--- config.mk ---
export PLATFORM = sky130hd
export DESIGN_NAME = calc_arbiter
export DESIGN_NICKNAME = d
export VERILOG_FILES = /design/src/rtl/calc_arbiter.sv
export SDC_FILE = /design/constraint.sdc
export NUM_CORES = 1
export LEC_CHECK = 0
export BUFFER_PORTS_ARGS = -buffer_cell sky130_fd_sc_hd__buf_2
export CORE_MARGIN = 2
export CORE_UTILIZATION = 50
export DETAILED_ROUTE_END_ITERATION = 10
export PLACE_DENSITY = 0.71
export RECOVER_POWER = 100
export SLEW_MARGIN = 5
export SYNTH_ARGS = -nofsm -noshare
export SYNTH_HDL_FRONTEND = slang
export SYNTH_SLANG_ARGS = --single-unit
--- constraint.sdc ---
create_clock -name clk -period 5.3 [get_ports clk]
set_input_delay 1.325 -clock clk [delete_from_list [all_inputs] [get_ports clk]]
set_output_delay 1.325 -clock clk [all_outputs]
set_load 0.01 [all_outputs]
--- src/rtl/calc_arbiter.sv ---
// Two-requester front end for the 4-bit calculator ALU: round-robin accept, one-cycle
// arithmetic, DW-cycle restoring divide, and a held valid/ready response with an error flag.
module calc_arbiter #(
  parameter int unsigned DW = 4,
  parameter int unsigned OW = 8
) (
  input  logic          clk,
  input  logic          rst,
  input  logic          req0_valid,
  input  logic [DW-1:0] req0_a,
  input  logic [DW-1:0] req0_b,
  input  logic [2:0]    req0_oper,
  output logic          req0_ready,
  input  logic          req1_valid,
  input  logic [DW-1:0] req1_a,
  input  logic [DW-1:0] req1_b,
  input  logic [2:0]    req1_oper,
  output logic          req1_ready,
  output logic          rsp_valid,
  input  logic          rsp_ready,
  output logic          rsp_id,
  output logic [OW-1:0] rsp_out,
  output logic          rsp_err,
  output logic          busy
);

  localparam int unsigned CW = $clog2(DW + 1);

  typedef enum logic [1:0] {StIdle, StDiv, StResp} state_e;

  state_e        state_q, state_d;
  logic          last_grant_q, last_grant_d;
  logic [DW-1:0] b_q, b_d;
  logic [2:0]    oper_q, oper_d;
  logic          id_q, id_d;
  logic [CW-1:0] cnt_q, cnt_d;
  logic [DW-1:0] rem_q, rem_d;
  logic [DW-1:0] quo_q, quo_d;
  logic          rsp_valid_q, rsp_valid_d;
  logic          rsp_id_q, rsp_id_d;
  logic [OW-1:0] rsp_out_q, rsp_out_d;
  logic          rsp_err_q, rsp_err_d;

  logic          grant0, grant1, accept;
  logic [DW-1:0] sel_a, sel_b;
  logic [2:0]    sel_oper;
  logic [OW-1:0] a_ext, b_ext, alu_out;
  logic          alu_err, is_div;
  logic [DW:0]   shift, trial;
  logic [DW-1:0] rem_nxt, quo_nxt;

  // Ties go to whichever requester was not granted last.
  always_comb begin
    grant0 = 1'b0;
    grant1 = 1'b0;
    if (state_q == StIdle) begin
      if (req0_valid && (!req1_valid || last_grant_q)) begin
        grant0 = 1'b1;
      end else if (req1_valid) begin
        grant1 = 1'b1;
      end
    end
  end

  assign accept     = grant0 | grant1;
  assign req0_ready = grant0;
  assign req1_ready = grant1;
  assign sel_a      = grant1 ? req1_a : req0_a;
  assign sel_b      = grant1 ? req1_b : req0_b;
  assign sel_oper   = grant1 ? req1_oper : req0_oper;
  assign a_ext      = {{(OW - DW){1'b0}}, sel_a};
  assign b_ext      = {{(OW - DW){1'b0}}, sel_b};
  assign is_div     = (sel_oper == 3'b011) || (sel_oper == 3'b100);

  // Single-cycle results; div/mod only land here when b is zero.
  always_comb begin
    alu_out = '0;
    alu_err = 1'b0;
    case (sel_oper)
      3'b000:  alu_out = a_ext + b_ext;
      3'b001:  alu_out = a_ext - b_ext;
      3'b010:  alu_out = a_ext * b_ext;
      3'b101:  alu_out = ~a_ext;
      default: alu_err = 1'b1;
    endcase
  end

  // One restoring step: bring in the next dividend bit and subtract if it fits.
  always_comb begin
    shift = {rem_q, quo_q[DW-1]};
    trial = shift - {1'b0, b_q};
    if (!trial[DW]) begin
      rem_nxt = trial[DW-1:0];
      quo_nxt = {quo_q[DW-2:0], 1'b1};
    end else begin
      rem_nxt = shift[DW-1:0];
      quo_nxt = {quo_q[DW-2:0], 1'b0};
    end
  end

  always_comb begin
    state_d      = state_q;
    last_grant_d = last_grant_q;
    b_d          = b_q;
    oper_d       = oper_q;
    id_d         = id_q;
    cnt_d        = cnt_q;
    rem_d        = rem_q;
    quo_d        = quo_q;
    rsp_valid_d  = rsp_valid_q;
    rsp_id_d     = rsp_id_q;
    rsp_out_d    = rsp_out_q;
    rsp_err_d    = rsp_err_q;
    unique case (state_q)
      StIdle: begin
        if (accept) begin
          last_grant_d = grant1;
          id_d         = grant1;
          b_d          = sel_b;
          oper_d       = sel_oper;
          if (is_div && (sel_b != '0)) begin
            state_d = StDiv;
            cnt_d   = CW'(DW);
            rem_d   = '0;
            quo_d   = sel_a;
          end else begin
            state_d     = StResp;
            rsp_valid_d = 1'b1;
            rsp_id_d    = grant1;
            rsp_out_d   = alu_out;
            rsp_err_d   = alu_err;
          end
        end
      end
      StDiv: begin
        cnt_d = cnt_q - CW'(1);
        rem_d = rem_nxt;
        quo_d = quo_nxt;
        if (cnt_q == CW'(1)) begin
          state_d     = StResp;
          rsp_valid_d = 1'b1;
          rsp_id_d    = id_q;
          rsp_err_d   = 1'b0;
          rsp_out_d   = (oper_q == 3'b011) ? {{(OW - DW){1'b0}}, quo_nxt}
                                           : {{(OW - DW){1'b0}}, rem_nxt};
        end
      end
      StResp: begin
        if (rsp_ready) begin
          state_d     = StIdle;
          rsp_valid_d = 1'b0;
        end
      end
      default: state_d = StIdle;
    endcase
  end

  always_ff @(posedge clk) begin
    if (rst) begin
      state_q      <= StIdle;
      last_grant_q <= 1'b1;
      b_q          <= '0;
      oper_q       <= '0;
      id_q         <= 1'b0;
      cnt_q        <= '0;
      rem_q        <= '0;
      quo_q        <= '0;
      rsp_valid_q  <= 1'b0;
      rsp_id_q     <= 1'b0;
      rsp_out_q    <= '0;
      rsp_err_q    <= 1'b0;
    end else begin
      state_q      <= state_d;
      last_grant_q <= last_grant_d;
      b_q          <= b_d;
      oper_q       <= oper_d;
      id_q         <= id_d;
      cnt_q        <= cnt_d;
      rem_q        <= rem_d;
      quo_q        <= quo_d;
      rsp_valid_q  <= rsp_valid_d;
      rsp_id_q     <= rsp_id_d;
      rsp_out_q    <= rsp_out_d;
      rsp_err_q    <= rsp_err_d;
    end
  end

  assign rsp_valid = rsp_valid_q;
  assign rsp_id    = rsp_id_q;
  assign rsp_out   = rsp_out_q;
  assign rsp_err   = rsp_err_q;
  assign busy      = (state_q != StIdle);

endmodule
After elaboration in Yosys (flattened, before gate mapping)
Index checks and enable logic that the tools add are counted. W data, S select, Z words.

Bits in registers: 33. Latch bits: 0. Memory bits (writable): 0. Bits in read-only memories: 0. Input port bits: 27. Output and inout port bits: 14. Logic and storage cells: 94. Memories: 0.

$add $sub $neg: 4. Multiply operators: 1. Divide/modulo/power cells: 0. $lt $le $gt $ge: 0. Equality and inequality tests: 14. Shift-type cells: 0. Muxes and demuxes: 44. Bitwise logic cells: 2. Reductions and logical operators: 17.

Operator list (number): $mux W4 (8); $pmux W8 S4 (1); $mux W8 (3); $mux W1 (17); $pmux W4 S2 (2); $pmux W8 S2 (1); $eq A3 B2 Y1 const B (3); $mux W3 (3); $mul A4 B4 Y8 (1); $mux W2 (4); $ne A2 B2 Y1 const B (4); $not A4 Y8 (1); $eq A3 B1 Y1 const B (2); $eq A3 B3 Y1 const B (2); $pmux W2 S3 (1); $pmux W3 S2 (1); $reduce_and A3 Y1 (2); $add A4 B4 Y5 (1); $reduce_and A5 Y1 (1); $sub A4 B4 Y5 (1); $sub A5 B4 Y5 (1); $pmux W1 S2 (2); $reduce_and A4 Y1 (1); $reduce_bool A2 Y1 (2); 15 further kinds (17).

Depth between registers and ports, before layout
Depth in word-level cells: 12. Gate-level depth with buffers: 19. Gate-level depth less buffers: 18.

Worst setup path after synthesis
OpenSTA, ideal clock, no wires.

Kind: input to register. From: input req1_valid. To: register rsp_out_q[7] (netlist: rsp_out[7]). Data arrival time: 4.742 ns. Data required time: 5.226 ns. Slack: 0.483 ns. Stages on the path: 17. Path through: nor3b_4 > nand2_2 > buf_6 > buf_2 > mux2i_1 > inv_1 > nand2_1 > fa_1 > inv_1 > fa_1 > ha_1 > a211oi_1 > o21bai_1 > a21oi_1 > xnor2_1 > a21oi_1 > o21ai_0.

Word-level cells in the longest chain between the ends: 11. Elaborated cells between the ends (all ways): 30. Those cells by class: add/sub: 1; mul: 1; eq/ne: 7; mux: 12; bitwise: 1; reduce/logical: 8.

RTL lines: start: declaration (RTL line 14) `input logic req1_valid,`; $logic_not A1 Y1 (RTL line 57) `if (req0_valid && (!req1_valid || last_grant_q)) begin`; $logic_or A1 B1 Y1 (RTL line 57); $logic_and A1 B1 Y1 (RTL line 57); $mux W1 (*) (RTL line 57); $mux W1 (*) (RTL line 56) `if (state_q == StIdle) begin`; $mux W4 (*) (RTL line 69) `assign sel_b = grant1 ? req1_b : req0_b;`; named net sel_b[1] (RTL line 45) `logic [DW-1:0] sel_a, sel_b;`; $mul A4 B4 Y8 or $sub A4 B4 Y5 (tied branches) (RTL line 82, 81); $pmux W8 S4 (RTL line 79) `case (sel_oper)`; $mux W8 (RTL line 121) `if (is_div && (sel_b != '0)) begin`; $mux W8 (RTL line 116) `if (accept) begin`; $pmux W8 S2 (RTL line 114) `unique case (state_q)`; end signal: assignment (RTL line 183) `rsp_out_q <= rsp_out_d;`; end: declaration (RTL line 41) `logic [OW-1:0] rsp_out_q, rsp_out_d;`.

The timed path passes the listed nets; every way through them passes the cells marked *. The select of a mux whose other input is x is not followed. A chain may end at the register's enable or synchronous reset.

Worst setup path after layout
Same ends and word-level chain as after synthesis.

==> impl_summary.md <==
Power and ir drop
The leakage component of the power is 1.39 nW. Across the VDD grid, the largest voltage drop is 0.000178 V. For this design the ratio of total power to cell area is 318 mW/mm2.

Routing
For this block, the initial DRC count from the detailed router was 213. Wires add up to 7840 um. The via count of the routed design is 2800. In the routed layout, each cell is associated on average with a via count of 5.82. In the final routed layout, each cell accounts on average for 16.3 um. The first-pass detailed-route iteration total is 4.

The detail route stage leaves a number of antenna-violating nets equal to 0. After detailed routing, the number of remaining DRC violations is 0.

Worst setup path
The count of buffering cells on the critical path with inverters included is 3. On the critical path, the stage with the largest delay is an instance of sky130_fd_sc_hd__fa_1. The worst setup path is captured at a flip-flop. The type of the worst setup path is in -> reg.

The data arrival at the endpoint of the critical path is 5.07 ns. The startpoint kind of the worst setup timing path is an input port. Along the worst path, the maximum fanout reaches 9. The worst stage delay on the critical path is 0.53 ns. The category of cells accounting for the largest share of critical-path delay is adder cells. The critical path data required time is 5.52 ns. Walking the worst path, the cells encountered are clkbuf_1, nor3b_4, nand2_2, mux2i_1, inv_1, nand2_1, fa_1, inv_1, fa_1, ha_1, a211oi_1, o21bai_1, a21oi_1, xnor2_1, a21oi_1, o21ai_0.

Clocking
Post-CTS repair changed the size of 0 cells. After clock tree synthesis, the clock-pin slew on the worst setup and hold paths is 0.07 ns. The clock root buffer is sky130_fd_sc_hd__clkbuf_8.

The number of setup buffers added after CTS is 0. Counting along the longest clock path gives a buffer depth of 2. The number of buffers created by CTS is 5. The number of buffers inserted for hold repair after clock tree synthesis is 0. The H-tree was split into 2 levels. The clock reaches the later pin of the worst-skew pair after 0.29 ns. Counting every sink on the clock net gives 33. The clock tree from TritonCTS is yes.

Timing
The setup violation total in the final timing report is 0. The worst hold slack after final layout is 0.454 ns. The number of failing hold endpoints at the final stage is 0. In the final timing run, aggregate negative setup slack is 0 ns. The final count of pins violating max slew is 0. Setup repair after global routing left no endpoint under its margin. Between clock sinks in the finished design, the worst skew comes to 0.00299 ns. For this run, the top clock speed supported by timing is 206 MHz.

Dividing the final minimum period by the clock period gives 91.5%. Headroom to the max-slew limit came out at 24.7%. After layout, the minimum clock period comes to 4.85 ns.

The slew of the pin with the lowest slew margin is 1.12 ns.

Global routing
The via count of the first global-routing pass is 2680. The wire length of the first global-routing pass is 13000 um. The largest net degree at the start of global routing is 37.

The global routing usage summed across all routing layers is 25.9%. Summed over all layers, the global routing overflow is 0. The number of antenna violations at the first check in global routing is 0.

Synth
The count of different cell masters after synthesis is 63. Yosys printed 0 warnings. The post-synthesis register bit count is 33. The most numerous cell in the Yosys netlist is sky130_fd_sc_hd__nor2_1. The share of synthesized registers carrying an async set or reset is 0%. The library cell with the largest summed area after synthesis is sky130_fd_sc_hd__dfxtp_1. The total standard cell area after synthesis is 0.00297 mm2. The post-synthesis average cell area is 8.06 um2.

The dominant register cell in the synthesized netlist is sky130_fd_sc_hd__dfxtp_1. The sequential cell area fraction in the yosys report is 22.2%. In this run, synthesis inferred 0 flip-flops with an integrated enable. The commonest cells after synthesis are sky130_fd_sc_hd__nor2_1 (38), sky130_fd_sc_hd__nand2_1 (34), sky130_fd_sc_hd__dfxtp_1 (33).

The fraction of synthesized cell area taken by the top area cell type is 22.2%. The number of nets produced by synthesis is 429. After synthesis, the cell types taking the most area are sky130_fd_sc_hd__dfxtp_1 (22%), sky130_fd_sc_hd__ha_1 (11%), sky130_fd_sc_hd__nor2_1 (4.8%), sky130_fd_sc_hd__fa_1 (4.7%), sky130_fd_sc_hd__mux2i_1 (4.4%). The number of cells produced by synthesis is 369.

Layout
The layout cell share with drive strength beyond 1 is 13.1%. In the final design database the tool counted 465 nets. The diode insertion count for antenna repair is 0.

The fill cell instance count of the final layout is 569. The area growth from synthesis to layout is 10.7%.

Floorplan
The initialized floorplan defines 28 standard-cell rows. The core region is 0.00582 mm2. For this design the top-level I/O count stands at 41.

The die is 81.1 um wide. The initial cell density of the core is 51.1%. The vertical extent of the die is 81.1 um.

The die area is 0.00658 mm2.

Place
The congestion estimate from routability-driven global placement came to 0.880. The post-detailed-placement half-perimeter wirelength is 6070 um. The number of input and output port buffers inserted is 40.

Status
The flow ran to the end, and the final reports show no timing, DRC or antenna violations.

Run
The max-cap violation count is 0.

Min path
The min-delay analysis places its worst path in the category reg -> reg.
[layout make-up]
| type | instances | area (um2) | share of cell area, % |
|---|---|---|---|
| clock inverter | 3 | 65.1 | 1.98 |
| sequential | 33 | 661 | 20.1 |
| clock buffer | 5 | 68.8 | 2.09 |
| timing repair buffer | 47 | 224 | 6.81 |
| inverter | 30 | 113 | 3.42 |
| tap | 75 | 93.8 | 2.85 |
| multi-input combinational | 288 | 2070 | 62.8 |
[layout by cell type (no fill, tap or decap), types with 5 or more instances in the layout]
cell                        n
sky130_fd_sc_hd__a211oi_1  11
sky130_fd_sc_hd__a21oi_1   22
sky130_fd_sc_hd__buf_2     26
sky130_fd_sc_hd__clkbuf_1  17
sky130_fd_sc_hd__clkbuf_8   5
sky130_fd_sc_hd__dfxtp_1   33
sky130_fd_sc_hd__fa_1       7
sky130_fd_sc_hd__ha_1      26
sky130_fd_sc_hd__inv_1     30
sky130_fd_sc_hd__mux2i_1   13
sky130_fd_sc_hd__nand2_1   34
sky130_fd_sc_hd__nand2b_1   6
sky130_fd_sc_hd__nand3b_1  15
sky130_fd_sc_hd__nor2_1    38
sky130_fd_sc_hd__nor2b_1    7
sky130_fd_sc_hd__nor3_1    13
sky130_fd_sc_hd__o21a_1     6
sky130_fd_sc_hd__o21ai_0   18
[stage by stage]
step                      instance area (um2)  worst slack [ns]  total power [mW]  util, %  cells
after detailed placement                 3210             0.274             0.771     55.2    473
after global placement                   3210             0.403             0.763     55.2    473
after global routing                     3290             0.130              1.12     56.6    481
after CTS                                3350             0.557              1.06     57.5    481
after floorplan                          2970             0.483             0.655        -    369
final                                    3290             0.449              1.05     56.6    481
[power breakdown]
part	switching [mW]	internal [mW]	leakage, nW
clock network	0.0983	0.187	0.0681
logic	0.273	0.182	1.06
registers	0.0251	0.280	0.271
total	0.397	0.649	1.39
[path summary, 6_finish.rpt]
path | cells past startpoint | end | startpoint | slack (ns)
worst min-delay path | 2 | rsp_err$_SDFFE_PP0P_ | rsp_err$_SDFFE_PP0P_ | 0.45
worst min register to register | 2 | rsp_err$_SDFFE_PP0P_ | rsp_err$_SDFFE_PP0P_ | 0.45
worst max register to register | 15 | rsp_out[7]$_SDFFE_PP0P_ | state_q[0]$_SDFFE_PP0P_ | 1.19
worst max-delay path | 16 | rsp_out[7]$_SDFFE_PP0P_ | req1_valid | 0.45
[cells by family after synthesis]
family | share of synthesized area (%)
muxes | 4.38
adders and majority gates | 15.7
and+or+nand+nor | 23.6
xor gates and xnor gates | 2.32
AOI/OAI and AO/OA | 24.5
DFF | 22.2
buffers and inverters | 7.41
[state kept, by name, summed over array words and instances, names as in the netlist]
register and flops:
b_q 4, cnt_q 3, id_q 1, last_grant_q 1, oper_q 3, quo_q 4
rem_q 4, rsp_err 1, rsp_id 1, rsp_out 8, rsp_valid 1, state_q 2
[layer usage]
layer | routed length (um) | global-route usage, % | vias up
li1 | - | - | 1388
met1 | 3670 | 34.9 | 1336
met2 | 3700 | 43.1 | 65
met3 | 340 | 3.33 | 11
met4 | 130 | 7.80 | 0
met5 | 0 | 0 | -
[worst register-to-register path, cell delays in order, from the launching register on]
cell	delay, ns
sky130_fd_sc_hd__dfxtp_1	0.45
sky130_fd_sc_hd__nor3b_4	0.41
sky130_fd_sc_hd__nand2_2	0.23
sky130_fd_sc_hd__mux2i_1	0.25
sky130_fd_sc_hd__inv_1	0.12
sky130_fd_sc_hd__nand2_1	0.08
sky130_fd_sc_hd__fa_1	0.53
sky130_fd_sc_hd__inv_1	0.05
sky130_fd_sc_hd__fa_1	0.49
sky130_fd_sc_hd__ha_1	0.33
sky130_fd_sc_hd__a211oi_1	0.36
sky130_fd_sc_hd__o21bai_1	0.13
sky130_fd_sc_hd__a21oi_1	0.18
sky130_fd_sc_hd__xnor2_1	0.14
sky130_fd_sc_hd__a21oi_1	0.09
sky130_fd_sc_hd__o21ai_0	0.18
(Power assumes the default switching activity.)
